### src/rtl/game_pkg.sv
// Shared types and constants for the prediction interface (bbox_extractor, GameLogic).
package game_pkg;

  localparam int unsigned COORD_W     = 11;
  localparam int unsigned NUM_TARGETS = 2;
  localparam int unsigned CNT_W       = 20;

  typedef logic [COORD_W-1:0] coord_t;
  typedef logic [2:0][7:0]    rgb_t;

  typedef struct packed {
    coord_t left;
    coord_t right;
    coord_t up;
    coord_t down;
  } bbox_t;

  localparam coord_t COORD_MAX = 11'h7FF;
  localparam coord_t H_ACTIVE  = 11'd640;
  localparam coord_t V_ACTIVE  = 11'd480;

  localparam logic [7:0] C_MIN  = 8'd128;
  localparam logic [7:0] MARGIN = 8'd48;

  localparam logic [CNT_W-1:0] CNT_MAX    = {CNT_W{1'b1}};
  localparam logic [CNT_W-1:0] MIN_PIXELS = 20'd64;

  // Empty box: min trackers at the top of the range, max trackers at zero.
  localparam bbox_t BBOX_INIT = '{left: COORD_MAX, right: 11'd0, up: COORD_MAX, down: 11'd0};

  // Dominance test in 9 bits so other+MARGIN cannot wrap.
  function automatic logic dominant(input logic [7:0] d, input logic [7:0] a, input logic [7:0] b);
    logic [8:0] d9;
    d9 = 9'(d);
    return (d >= C_MIN) && (d9 > (9'(a) + 9'(MARGIN))) && (d9 > (9'(b) + 9'(MARGIN)));
  endfunction

endpackage

### src/rtl/bbox_extractor_classifier.sv
// Combinational marker classifier.
//   pix_valid, x, y, rgb : incoming pixel
//   hit_c[0]             : red-dominant in-range pixel
//   hit_c[1]             : blue-dominant in-range pixel
module pixel_classifier
  import game_pkg::*;
(
  input  logic                   pix_valid,
  input  logic [COORD_W-1:0]     x,
  input  logic [COORD_W-1:0]     y,
  input  logic [2:0][7:0]        rgb,
  output logic [NUM_TARGETS-1:0] hit_c
);

  logic in_range;

  always_comb begin
    in_range = pix_valid && (x < H_ACTIVE) && (y < V_ACTIVE);
    hit_c[0] = in_range && dominant(rgb[0], rgb[1], rgb[2]);
    hit_c[1] = in_range && dominant(rgb[2], rgb[0], rgb[1]);
  end

endmodule

### src/rtl/bbox_extractor.sv
// Per-frame bounding-box extractor for the red (0) and blue (1) markers.
//   i_clk, i_rst_n                 : clock, async active-low reset
//   i_pix_valid, i_x, i_y, i_rgb   : pixel stream
//   i_frame_end                    : last cycle of a frame
//   o_left/o_right/o_up/o_down     : published per-target box
//   o_found                        : per-target found flag of last frame
//   o_predict_valid                : one-cycle publish pulse
module bbox_extractor
  import game_pkg::*;
(
  input  logic             i_clk,
  input  logic             i_rst_n,
  input  logic             i_pix_valid,
  input  logic [10:0]      i_x,
  input  logic [10:0]      i_y,
  input  logic [2:0][7:0]  i_rgb,
  input  logic             i_frame_end,
  output logic [1:0][10:0] o_left,
  output logic [1:0][10:0] o_right,
  output logic [1:0][10:0] o_up,
  output logic [1:0][10:0] o_down,
  output logic [1:0]       o_found,
  output logic             o_predict_valid
);

  logic [NUM_TARGETS-1:0] hit_c;

  logic [NUM_TARGETS-1:0] s1_hit;
  coord_t                 s1_x;
  coord_t                 s1_y;
  logic                   s1_fe;

  bbox_t      [NUM_TARGETS-1:0] acc_box;
  logic [NUM_TARGETS-1:0][CNT_W-1:0] acc_cnt;

  bbox_t      [NUM_TARGETS-1:0] merged_box_c;
  logic [NUM_TARGETS-1:0][CNT_W-1:0] merged_cnt_c;
  logic [NUM_TARGETS-1:0]       found_c;

  pixel_classifier u_classifier (
    .pix_valid (i_pix_valid),
    .x         (i_x),
    .y         (i_y),
    .rgb       (i_rgb),
    .hit_c     (hit_c)
  );

  // Accumulators plus the pixel currently in stage 2.
  always_comb begin
    merged_box_c = acc_box;
    merged_cnt_c = acc_cnt;
    found_c      = '0;
    for (int t = 0; t < NUM_TARGETS; t++) begin
      if (s1_hit[t]) begin
        if (s1_x < acc_box[t].left)  merged_box_c[t].left  = s1_x;
        if (s1_x > acc_box[t].right) merged_box_c[t].right = s1_x;
        if (s1_y < acc_box[t].up)    merged_box_c[t].up    = s1_y;
        if (s1_y > acc_box[t].down)  merged_box_c[t].down  = s1_y;
        if (acc_cnt[t] != CNT_MAX)   merged_cnt_c[t]       = acc_cnt[t] + CNT_W'(1);
      end
      found_c[t] = (merged_cnt_c[t] >= MIN_PIXELS);
    end
  end

  // Stage-1 register, accumulators and published outputs.
  always_ff @(posedge i_clk or negedge i_rst_n) begin
    if (!i_rst_n) begin
      s1_hit          <= '0;
      s1_x            <= '0;
      s1_y            <= '0;
      s1_fe           <= 1'b0;
      acc_box         <= {NUM_TARGETS{BBOX_INIT}};
      acc_cnt         <= '0;
      o_left          <= '0;
      o_right         <= '0;
      o_up            <= '0;
      o_down          <= '0;
      o_found         <= '0;
      o_predict_valid <= 1'b0;
    end else begin
      s1_hit          <= hit_c;
      s1_x            <= i_x;
      s1_y            <= i_y;
      s1_fe           <= i_frame_end;
      o_predict_valid <= s1_fe;
      if (s1_fe) begin
        o_found <= found_c;
        for (int t = 0; t < NUM_TARGETS; t++) begin
          // A lost target keeps its last known box.
          if (found_c[t]) begin
            o_left[t]  <= merged_box_c[t].left;
            o_right[t] <= merged_box_c[t].right;
            o_up[t]    <= merged_box_c[t].up;
            o_down[t]  <= merged_box_c[t].down;
          end
        end
        acc_box <= {NUM_TARGETS{BBOX_INIT}};
        acc_cnt <= '0;
      end else begin
        acc_box <= merged_box_c;
        acc_cnt <= merged_cnt_c;
      end
    end
  end

endmodule

### config.mk
export PLATFORM = sky130hd
export DESIGN_NAME = bbox_extractor
export DESIGN_NICKNAME = d
export VERILOG_FILES = /design/src/rtl/game_pkg.sv /design/src/rtl/bbox_extractor_classifier.sv /design/src/rtl/bbox_extractor.sv
export SDC_FILE = /design/constraint.sdc
export NUM_CORES = 1
export LEC_CHECK = 0
export CAP_MARGIN = 10
export CORE_MARGIN = 3
export CORE_UTILIZATION = 40
export DETAILED_ROUTE_END_ITERATION = 10
export PLACE_DENSITY = 0.62
export SYNTH_ARGS = -nofsm -noshare
export SYNTH_HDL_FRONTEND = slang
export SYNTH_HIERARCHICAL = 1
export SYNTH_SLANG_ARGS = --single-unit
### constraint.sdc
create_clock -name i_clk -period 6.96 [get_ports i_clk]
set_input_delay 1.392 -clock i_clk [delete_from_list [all_inputs] [get_ports i_clk]]
set_output_delay 1.392 -clock i_clk [all_outputs]
set_load 0.01 [all_outputs]
**Yosys cells after proc, flatten, opt, wreduce, memory -nomap -nowiden**

Cells that the tools add are included.

- Add/subtract/negate cells: 5
- Reductions and logical operators: 10
- Order comparisons: 18
- Multiplexer cells: 16
- Equality and inequality tests: 2

Operators by type and width:

| cell | count |
|---|---|
| 11-bit two-way mux | 8 |
| 44-bit two-way mux | 2 |
| 88-bit two-way mux | 1 |
| 20-bit two-way mux | 4 |
| 11-bit greater-than comparator | 4 |
| 11-bit < comparator | 4 |
| 20-bit by 1-bit adder with 20-bit output, second input constant | 2 |
| 20-bit by 7-bit greater-or-equal comparator with 1-bit output, second input constant | 2 |
| 40-bit two-way mux | 1 |
| 20-bit inequality test, second input constant | 2 |
| 8-bit by 9-bit greater-than comparator with 1-bit output | 4 |
| 8-bit by 6-bit adder with 9-bit output, second input constant | 3 |
| 8-bit greater-or-equal comparator, second input constant | 2 |
| 11-bit by 10-bit < comparator with 1-bit output, second input constant | 1 |
| 11-bit by 9-bit < comparator with 1-bit output, second input constant | 1 |
| 1-bit logical AND | 8 |
| 2-bit AND reduction | 2 |

- Bits of input ports: 50
- Output and inout bits: 91
- Logic and storage cells: 75
- Flip-flop bits (word level): 244

**Longest topological paths before layout**

Gate-level depths: netlist of run 1.

- Depth in word-level cells: 5
- Gate-level depth with buffers: 11

**By module**

Netlist of run 1, hierarchy kept.

Modules (own cells, without submodules):

| module | area an instance (µm²) | cells an instance | instances | sequential area each (µm²) |
|---|---|---|---|---|
| bbox_extractor | 12553.3 | 1173 | 1 | 6160.9 |
| pixel_classifier | 879.6 | 117 | 1 | 0.0 |

**Worst setup path after synthesis of run 1**

OpenSTA, ideal clock, no wires.

- Path type: input to register
- Start point: input i_rgb[4] (netlist name)
- End point: register s1_hit[1]
- Path slack: 4.186 ns
- Data arrival time: 2.640 ns
- Buffers on the path: 0
- Stages on the path: 7
- Path through: inv_1 -> ha_1 -> ha_1 -> a2111oi_0 -> o21ai_0 -> a221oi_1 -> nor4_1

- Cells in the longest elaborated chain, start to end: 5

Ends and longest elaborated chain:

| item | RTL line | RTL |
|---|---|---|
| start, declared | bbox_extractor.sv:16 | `input logic [2:0][7:0] i_rgb,` |
| 8-bit by 6-bit adder with 9-bit output | game_pkg.sv:35 | `return (d >= C_MIN) && (d9 > (9'(a) + 9'(MARGIN))) && (d9 > (9'(b) + 9'(MARGIN)));` |
| 8-bit by 9-bit greater-than comparator with 1-bit output | game_pkg.sv:35 |  |
| 1-bit logical AND (2 in a row) | game_pkg.sv:35 |  |
| 1-bit logical AND | bbox_extractor_classifier.sv:20 | `hit_c[1] = in_range && dominant(rgb[2], rgb[0], rgb[1]);` |
| net hit_c[1] | bbox_extractor.sv:26 | `logic [NUM_TARGETS-1:0] hit_c;` |
| end signal, assigned | bbox_extractor.sv:81 | `s1_hit <= hit_c;` |
| end, declared | bbox_extractor.sv:28 | `logic [NUM_TARGETS-1:0] s1_hit;` |

The timed path passes the listed nets, and every way through them passes these cells.
A chain may end at the register's enable or synchronous reset.

**Final worst setup path of run 1**

- Start point: register s1_hit[1]
- End point: register o_up[21] (netlist name)

- Cells in the longest elaborated chain, start to end: 3
- Elaborated cells between the ends (all ways): 4
- Classes of those cells: 1 x order compare; 2 x mux; 1 x reduce/logical

Ends and longest elaborated chain:

| item | RTL line | RTL |
|---|---|---|
| 20-bit two-way mux | bbox_extractor.sv:54 | `if (s1_hit[t]) begin` |
| 20-bit by 7-bit greater-or-equal comparator with 1-bit output | bbox_extractor.sv:61 | `found_c[t] = (merged_cnt_c[t] >= MIN_PIXELS);` |
| 2-bit AND reduction (no line) | - |  |
| end signal, assigned by index | bbox_extractor.sv:93 | `o_up[t] <= merged_box_c[t].up;` |
| end, declared | bbox_extractor.sv:20 | `output logic [1:0][10:0] o_up,` |

Parallel ways exist; a longest one is shown, timed or not.

==> results.toml, run 1 <==
[global_route]
grt.overflow.total = 0
met1_usage = 0.257
grt_max_degree = 163
grt_pass1_wl_mm = 52.2
use_met2 = 0.275
met3_usage = 0.0280
grt_pass1_vias = 9943
grt.total_usage = 0.177
antenna_found_initial = 0
busiest_layer = "met2"

[route]
vias_per_cell = 5.07
drt-initial-drc-count = 525
ant_nets = 0
routed_wl_mm = 31.1
wl_per_cell_um = 16.4
first_pass_iters = 5
drc = 0
dr_total_vias = 9594

[clock_tree]
numCtsBuffers = 28
cts.sinks = 244
htree_levels = 1
cts_buffer_depth = 3
cts_hold_buf = 0
cts_tree = "built"
clock_latency_ps = 540
postCtsSetupRepairBufs = 0
clk_pin_slew_ps = 60
post_cts_resized = 0
cts-root-buf = "clkbuf_16"

[yosys]
syn_nets = 1460
synthFlopType = "dfrtp_1"
async_flop_share = 1.00
ys.warnings.count = 6
avgSynthCellArea_um2 = 10.4
synthCells = 1290
syn_area_um2 = 13400
yosysUniqueCellTypes = 62
synth-seq-area-share = 0.459
synth-edff-count = 0
ys_ff_latch = 244

[placement]
gp_congestion = 0.849
hpwl_mm = 21.6
portBuffers = 140

[die]
num_io_pins = 141
die_x_um = 189
die_h_um = 189
num_rows = 66
core_area_um2 = 32800
die_area_um2 = 35800
start_util = 0.410

[power_and_ir_drop]
switching_power_uw = 725
switching_share = 0.228
p_clk_frac = 0.484
peakVddDrop_uv = 200
pwr-share-seq = 0.458
combPwrFrac = 0.059
power_density_nw_per_um2 = 197
cellLeakagePower_uw = 0.00717
intPower_uw = 2450

[outcome]
status = "complete, no violations"

[worst_setup_path]
end_kind = "flip-flop"
crit_arrival_ps = 4080
path_class = "reg2reg"
path_max_fanout = 45
start_kind = "flip-flop"
crit_required_ps = 7400

[hold_path]
holdCritPathClass = "reg2reg"

[final_layout]
fin_util = 0.493
finalNetCount = 1598
area_delta_synth_final_pct = 20.3
drive_above_1_share = 0.0834

[run]
drv_cap = 0

[timing]
min_period_ps = 3640
hold_violations = 0
setup_viol_count_final = 0
worst_clock_skew_ps = 14.9
fin_crit_sh = 0.523
drv_slew = 0
tns_ps = 0
slew_headroom = 0.281
tightest_slew_ps = 1070
fmax_mhz = 275
rsz0062_at_grt = "false"
logic make-up after synthesis:
group | synth area share
AOI/OAI and AO/OA | 0.0714
xor gates and xnor gates | 0.0228
adders and majority gates | 0.112
buffers and inverters | 0.0790
DFF | 0.459
muxes | 0.130
and+or+nand+nor | 0.126
worst max-delay path, cell delays in order, from the launching register on:
cell	delay (ps)
dfrtp_1	740
nand4_1	390
nor3_1	710
a311oi_1	190
a31oi_1	180
o21ai_0	160
a31oi_4	170
buf_4	640
mux2i_1	280
metal layers:
metal | vias to the layer above | part of all wire
li1 | 4704 | -
met5 | - | 0
met4 | 0 | 0.028
met1 | 4640 | 0.49
met3 | 52 | 0.045
met2 | 198 | 0.44
flip-flops by register name (all words and copies together), names as in the netlist:
| name | cells |
|---|---|
| s1_fe | 1 |
| o_left | 22 |
| o_down | 22 |
| o_up | 22 |
| o_right | 22 |
| o_predict_valid | 1 |
| s1_x | 11 |
| acc_box | 88 |
| o_found | 2 |
| acc_cnt | 40 |
| s1_hit | 2 |
| s1_y | 11 |
power by group through the flow:
| stage | logic (µW) | registers [µW] | clock network [µW] |
|---|---|---|---|
| global placement | 187 | 1480 | 0 |
| floorplan | 93.2 | 1470 | 0 |
| finish | 187 | 1450 | 1540 |
| detailed placement | 188 | 1480 | 0 |
| CTS | 189 | 1450 | 1580 |
| global route | 215 | 1460 | 1630 |
worst paths after layout:
path,startpoint,cells after the start,slack [ps],end
worst max-delay path,s1_hit[1],8,3320,o_up[21]
worst min-delay path,o_found[0],1,480,o_found[0]
worst max register to register,s1_hit[1],8,3320,o_up[21]
worst min register to register,o_found[0],1,480,o_found[0]
max in group asynchronous,i_rst_n,2,4790,acc_box[45]
min in group asynchronous,i_rst_n,1,820,o_left[5]
cell usage in the layout (no fill, tap or decap), types with 9 or more instances in the layout:
cell / instances
and3_1: 9
a21oi_1: 36
nor3_1: 14
xnor2_1: 12
nand2_1: 75
and4_1: 11
dfstp_2: 44
inv_1: 198
a31oi_1: 12
clkdlybuf4s50_1: 139
clkbuf_16: 29
nor2_1: 96
a21o_1: 22
xor2_1: 23
ha_1: 120
mux2i_1: 175
nand2b_1: 11
a211oi_1: 11
nand4_1: 45
o21ai_0: 30
dfrtp_1: 199
nand3_1: 22
synthesized netlist by cell type, drive strengths merged (2+ instances only):
master	number	area [µm²]
nand4	46	303
nand2	75	282
o221ai	2	17.5
and2	6	37.5
xor2	23	201
a2111oi	4	35.0
o2111ai	2	17.5
nor2	97	367
xnor2	12	105
a221oi	4	35.0
ha	120	1500
o311ai	2	17.5
nand2b	11	68.8
mux2i	175	1750
inv	199	747
a311oi	2	17.5
dfrtp	200	5000
nor4	7	43.8
o211ai	5	37.5
or4b	2	23.8
a31oi	13	81.3
a21oi	36	180
o21a	2	15.0
and3	15	101
a211oi	11	82.6
and4	13	118
o21ai	32	160
nor2b	6	37.5
dfstp	44	1160
or4	3	22.5
nor3	15	80.1
a221o	4	40.0
or3	5	31.3
nand3	22	110
a21o	22	165
clkbuf	18	68.8
buf	23	245
final cells by class:
class,count,area [µm²]
Tap cell,442,553
Fill cell,3055,16600
Multi-Input combinational cell,806,6240
Clock buffer,42,845
Antenna cell,1,2.50
Inverter,199,747
Sequential cell,244,6160
Timing Repair Buffer,149,1490
Clock inverter,10,129
metrics by stage:
| stage | power, µW | area, µm² | worst slack (ps) | std cells | hold slack, ps |
|---|---|---|---|---|---|
| after floorplan | 1560 | 13400 | 4190 | 1290 | 395 |
| after global placement | 1670 | 15200 | 3360 | 1840 | 469 |
| after detailed placement | 1670 | 15200 | 3350 | 1840 | 476 |
| after CTS | 3220 | 16200 | 3350 | 1892 | 492 |
| after global routing | 3300 | 16200 | 3050 | 1892 | 509 |
| final | 3180 | 16200 | 3320 | 1893 | 484 |
Power figures use the tool's default switching activity.
==> inputs of run 2 (changes only) <==
- PLACE_DENSITY: 0.62 -> 0.64
- clock period: 6.96 -> 3.1 ns (I/O delays scaled with it)
==> results.toml, run 2 (synthesis gave the netlist of run 1 again) <==
[worst_setup_path]
crit_arrival_ps = 3200
path_max_fanout = 45
path_class = "reg2reg"
start_kind = "flip-flop"
end_kind = "flip-flop"
crit_required_ps = 3500

[timing]
worst_clock_skew_ps = 17.4
setup_viol_count_final = 0
slew_headroom = 0.486
setup_ws_ps = 292
tns_ps = 0
rsz0062_at_grt = "false"
min_period_ps = 2810
fin_hold_ws_ps = 34.8
hold_violations = 0
fmax_mhz = 356
tightest_slew_ps = 771
fin_crit_sh = 0.906
drv_slew = 0

[global_route]
grt_pass1_vias = 10200
grt.overflow.total = 0
grt_pass1_wl_mm = 53.9
grt.total_usage = 0.185
grt_max_degree = 67
antenna_found_initial = 0

[placement]
post_dp_cell_area_um2 = 15600
portBuffers = 140
place_ws_ps = 277
gp_congestion = 0.862
hpwl_mm = 23.9

[route]
routed_wl_mm = 32.7
ant_nets = 0
vias_per_cell = 5.12
drc = 0
drt-initial-drc-count = 385
first_pass_iters = 4
wl_per_cell_um = 16.9
dr_total_vias = 9900

[run]
drv_cap = 0

[clock_tree]
cts_buffer_depth = 3
cts.sinks = 244
cts-root-buf = "clkbuf_16"
cts_hold_buf = 0
clock_latency_ps = 540
clk_pin_slew_ps = 60
postCtsSetupRepairBufs = 0
post_cts_resized = 0
numCtsBuffers = 27
cts_tree = "built"
htree_levels = 1

[final_layout]
drive_above_1_share = 0.110
reg_top3 = "acc_box: 88 flops, acc_cnt: 40 flops"
largest_reg_flops = 88
area_delta_synth_final_pct = 22.6
finalNetCount = 1641
finalInstanceArea_um2 = 16500
top_register = "acc_box"
most-common-layout-cells = "199 x dfrtp_1, 198 x inv_1, 175 x mux2i_1"
antennaDiodeCount = 0
final_common_cell = "dfrtp_1"

[power_and_ir_drop]
cellLeakagePower_uw = 0.00735
power_density_nw_per_um2 = 417
peakVddDrop_uv = 339

[die]
die_x_um = 189
core_area_um2 = 32800
start_util = 0.410
num_rows = 66
num_io_pins = 141
die_area_um2 = 35800
die_h_um = 189

[hold_path]
holdCritPathClass = "in2async"

[outcome]
status = "complete, no violations"
-- run 2: cell count changes in the layout (fill, tap and decap cells not counted), sizes merged --
cell	change
bufinv	-1
diode	-1
clkinv	+1
clkinvlp	+4
clkbuf	-7
inv	+1
buf	+44
-- run 2: final cells by class --
cell class,instances,area (µm²)
Fill cell,3026,16300
Multi-Input combinational cell,806,6240
Sequential cell,244,6160
Timing Repair Buffer,193,1890
Inverter,199,747
Clock buffer,35,736
Tap cell,442,553
Clock inverter,15,143
-- run 2: power breakdown --
part           switching, µW  internal [µW]
Combinational            267            194
Clock                   1310           1850
Sequential              45.3           3210
Total                   1630           5250
-- run 2: routing by layer --
layer,routed length (µm),track usage,up-vias
li1,-,-,4783
met1,15000,0.252,4838
met2,15200,0.309,224
met3,1460,0.0243,55
met4,1050,0.0557,0
met5,0,0,-
-- run 2: final timing paths --
check                            from     endpoint  slack (ps)  cells past startpoint
min                           i_rst_n   o_left[16]          30                      1
max                         s1_hit[0]      o_up[7]         290                      8
max in group asynchronous     i_rst_n  acc_box[18]        2270                      2
min reg2reg                o_found[1]   o_found[1]         500                      1
min in group i_clk         o_found[1]   o_found[1]         500                      1
max reg2reg                 s1_hit[0]      o_up[7]         290                      8
-- run 2: critical path: stages, from the launching register on --
cell	delay, ps
dfrtp_1	540
and4_1	310
and4_1	370
o211ai_1	150
xor2_1	190
o2111ai_1	150
o41a_2	540
buf_12	240
mux2i_1	160
-- run 2: metrics by stage --
stage | util | total power [µW] | instances
2_1_floorplan | - | 3500 | 1290
3_3_place_gp | 0.476 | 3770 | 1884
3_5_place_dp | 0.476 | 3780 | 1884
4_1_cts | 0.502 | 6980 | 1934
5_1_grt | 0.502 | 7160 | 1934
6_report | 0.502 | 6880 | 1934
==> inputs of run 3 (changes only) <==
- CAP_MARGIN: 10 -> unset
==> results of run 3 <==
The final DEF is identical to that of run 2; final timing and power are the same.
==> patch 1, RTL diff (config.mk and constraints of run 2) <==
The output `o_predict_valid` loses its register stage (`o_predict_valid` becomes a continuous assignment). Comments in the files are not updated.
--- a/src/rtl/bbox_extractor.sv
+++ b/src/rtl/bbox_extractor.sv
@@ -78,3 +78,2 @@
       o_found         <= '0;
-      o_predict_valid <= 1'b0;
     end else begin
@@ -84,3 +83,2 @@
       s1_fe           <= i_frame_end;
-      o_predict_valid <= s1_fe;
       if (s1_fe) begin
@@ -105,2 +103,4 @@
 
+  assign o_predict_valid = s1_fe;
+
 endmodule
Function: changed (a bounded check fails within 4 cycles, from zero or initial values and one cycle with i_rst_n low).
==> patch 1 against run 2 <==
Synthesized area fell by 0.19%; critical path depth down 1; setup slack got worse by 0.034 ns; first-iteration DRC count increased by 18%; power is 2.9% higher; sequential share of layout area fell by 0.13 points; clock skew decreased by 0.0048 ns; wire length fell by 2.3%; sequential cell count fell by 1; fmax down 1.2%; combinational power up 1%; design area about the same; critical path type unchanged; critical endpoint is now o_right[15].
==> patch 1: results (changes against run 2) <==
status: finished clean
multi-input combinational area share: 37.90% (about the same)
Layout non-clock buf frac: 11.05% (-0.43 points)
clk buf depth: 3 (unchanged)
syn_nets: 1459 (-0.068%)
drt first pass iters: 5 (+1)
# clk buffers: 45 (+29%)
Register Area: 0.006137 mm2 (-0.41%)
sequential share of the synthesized area: 45.76% (-0.10 points)
Post-CTS Hold Fix Bufs: 1 (+1)
Non-CTS buffers: 183 (-5.2%)
cts bufs inserted: 28 (+3.7%)
post-CTS setup buffer count: 0 (unchanged)
GRT Total Usage: 18.00% (-0.47 points)
placed cells: 1872 (-0.64%)
largest net degree at the start of global routing: 52 (-22%)
dpl hpwl: 23360 um (-2.2%)
n_diodes: 0 (unchanged)
antenna violations before repair: 0 (unchanged)
inverters: 199 (unchanged)
initial drt markers: 453 (+18%)
RePlAce Congestion: 0.8582 (-0.42%)
worst min path class: reg -> reg
vias in the first global route: 10080 (-1.4%)
Port Buf Inserts: 140 (unchanged)
worst skew pair latency: 0.54 ns (about the same)
Seq cells post-synth: 243 (-0.41%)
Largest regs: acc_box x88, acc_cnt x40
Crit-path slowest cell: nor2_1
clock-pin slew on the worst setup and hold paths: 0.06 ns (about the same)
Net Sw Power: 1.627 mW (about the same)
number of fill cells: 3043 (+0.56%)
Setup WS pre-CTS: 0.2679 ns (-0.009386 ns)
Lkg Pwr: 7.330 nW (-0.28%)
number of flops mapped to enable cells by yosys: 0 (unchanged)
Final Skew: 0.01266 ns (-0.004778 ns)
NumNets Final: 1631 (-0.61%)
Worst-Margin Slew: 1.142 ns (+0.3718 ns)
GRT met1 Usage: 25.03% (-0.13 points)
layout cell share with drive strength beyond 1: 10.38% (-0.61 points)
Distinct cells, synth: 62 (unchanged)
most instantiated cells after synthesis: 199 x dfrtp_1, 199 x inv_1, 175 x mux2i_1
vias: 9863 (-0.37%)
worst-path fanout max: 10 (-78%)
total of warnings raised by yosys: 6 (unchanged)
clk cell area share: 5.875% (+0.54 points)
met3 Track Usage GR: 2.888% (+0.46 points)
Mean Syn Cell Area: 10.40 um2 (-0.11%)
Post-CTS Resized: 0 (unchanged)
first-pass GRT wire length: 52870 um (-1.8%)
CP Data Arrival Time: 3.25 ns (+0.05 ns)
met2 Usage GRT: 29.70% (-1.2 points)
slowest stage delay, CP: 0.88 ns (+0.34 ns)
WL/cell: 16.61 um (-1.9%)
clock root buffer: clkbuf_16
ys flop type: dfrtp_1
Routed WL: 31970 um (-2.3%)
worst ir drop on vdd: 0.0004262 V (+26%)
largest cells by area after synthesis: dfrtp_1 37%, mux2i_1 13%, ha_1 11%, dfstp_2 8.6%, inv_1 5.6%
==> patch 1: per-stage QoR <==
step	util [%]	area [um2]	power (mW)
2_1_floorplan	-	13410	3.487
3_3_place_gp	47.24	15490	3.752
3_5_place_dp	47.24	15490	3.761
4_1_cts	50.22	16460	7.161
5_1_grt	50.22	16460	7.351
6_report	50.22	16460	7.073
==> patch 1: power by group through the flow <==
stage,clock network [mW],registers (mW),logic (mW)
2_1_floorplan,0,3.28,0.209
4_1_cts,3.45,3.23,0.476
5_1_grt,3.58,3.23,0.533
6_report,3.37,3.23,0.468
3_3_place_gp,0,3.29,0.463
3_5_place_dp,0,3.29,0.473
==> patch 1: path summary, 6_finish.rpt <==
path	from	endpoint	slack, ns	cells past startpoint
max	s1_x[4]	o_right[15]	0.26	7
min reg2reg	o_found[0]	o_found[0]	0.48	1
max reg2reg	s1_x[4]	o_right[15]	0.26	7
min	o_found[0]	o_found[0]	0.48	1
max in group asynchronous	i_rst_n	acc_box[16]	1.74	3
min in group asynchronous	i_rst_n	s1_x[6]	0.60	2
==> patch 1: per-layer routing <==
metal	vias up	wire length (um)
li1	4772	-
met4	0	601
met2	230	14710
met5	-	0
met1	4823	15150
met3	38	1502
==> patch 1: logic make-up (layout without fill, tap and decap cells) <==
logic type                 count (synthesis)  after routing  share of synthesized area, %
AOI/OAI and AO/OA                        147            147                         7.158
muxes                                    175            175                         13.06
DFF                                      243            243                         45.76
xor gates and xnor gates                  35             35                         2.286
and+or+nand+nor                          329            329                         12.62
adders and majority gates                120            120                         11.20
buffers and inverters                    240            434                         7.913
==> patch 1: critical path, delay by kind of cell, from the launching register on <==
kind | cells | cell delay, ns
flops | 1 | 0.52
simple gates | 2 | 1.01
fa+ha+maj | 1 | 0.39
compound gates | 2 | 0.34
mux | 2 | 0.44
==> patch 2, RTL diff (settings of run 2) <==
Without the edit above. Change the package constant `CNT_W` from 20 to 10.
--- a/src/rtl/game_pkg.sv
+++ b/src/rtl/game_pkg.sv
@@ -5,3 +5,3 @@
   localparam int unsigned NUM_TARGETS = 2;
-  localparam int unsigned CNT_W       = 20;
+  localparam int unsigned CNT_W       = 10;
 
Check against the original RTL: same outputs for any inputs over 10 cycles, from zero or initial values and one cycle with i_rst_n low; that may be too few to reach the edited logic, so the function may still have changed.
==> patch 2 against run 2 <==
Synthesized area is 12% lower; sequential cell count decreased by 20; setup slack improved by 0.23 ns; power shrank 8.9%; wire length down 10%; synthesized cell count is 8.2% lower; hold slack improved by 0.025 ns; design area shrank 12%; die area down 12%; global-route usage grew 0.26 points; combinational power is 10% lower; critical path type unchanged; largest cell class is now registers; largest power group unchanged.
==> patch 2: results (changes against run 2) <==
crit path capture: o_down[12]
status: finished clean
met3 WL: 1725 um (+18%)
Distinct cells, synth: 52 (-16%)
cts bufs inserted: 24 (-11%)
Mean Syn Cell Area: 9.996 um2 (-4.0%)
Setup WS pre-CTS: 0.1481 ns (-0.1292 ns)
NumNets Final: 1490 (-9.2%)
vias per cell: 5.290 (+3.3%)
antenna violations before repair: 1 (+1)
fin worst setup slack: 0.5260 ns (+0.2344 ns)
RePlAce Congestion: 0.8556 (-0.72%)
first-pass GRT wire length: 48160 um (-11%)
Reg2Reg Depth: 7 (-1)
number of fill cells: 2673 (-12%)
GRT Total Usage: 18.74% (+0.26 points)
Top Layer Used: met5
vias in the first global route: 9156 (-10%)
WL/cell: 17.01 um (+0.52%)
initial drt markers: 668 (+74%)
most instantiated cells after synthesis: 180 x dfrtp_1, 141 x a21oi_1, 120 x ha_1
sequential fraction of design power: 48.1% (+0.8 points)
met1 WL: 13740 um (-8.3%)
post-synthesis mux area share: 5.339% (-7.7 points)
Synth Area in XOR/XNOR: 1.184% (-1.1 points)
Min Hold Slack: 0.05995 ns (+0.02519 ns)
slowest stage delay, CP: 0.68 ns (+0.14 ns)
Clock Power Share: 45.3% (-0.7 points)
Met2 Wirelength: 13240 um (-13%)
R2R Setup Slk: 0.53 ns (+0.23 ns)
largest net degree at the start of global routing: 80 (+19%)
worst-path fanout max: 10 (-78%)
largest cells by area after synthesis: dfrtp_1 38%, ha_1 13%, dfstp_2 9.8%, a21oi_1 6.0%, mux2i_1 5.2%
patch 2: cell count changes in the layout (fill, tap and decap cells not counted), sizes merged, moves of 21 or more:
| cell | change |
|---|---|
| mux2i | -113 |
| a21oi | +105 |
| inv | -91 |
| o21ai | +43 |
| nand2b | +40 |
| buf | -31 |
| nand3 | +24 |
| nand2 | -23 |
| nand4 | -21 |
patch 2: layout make-up:
cell class / instances / area (um2) / area share (%)
flip-flops and latches: 224 / 5664 / 39.02
multi-input cells: 800 / 5542 / 38.17
repair buffers: 162 / 1634 / 11.26
clock buffers: 37 / 709.4 / 4.887
well taps: 384 / 480.5 / 3.309
inverters: 108 / 405.4 / 2.792
clock inverters: 7 / 82.58 / 0.5688
patch 2: repair_timing:
action                     in CTS  in global routing
resized for setup               0                  2
hold endpoints to repair        0                  0
setup endpoints to repair       0                 25
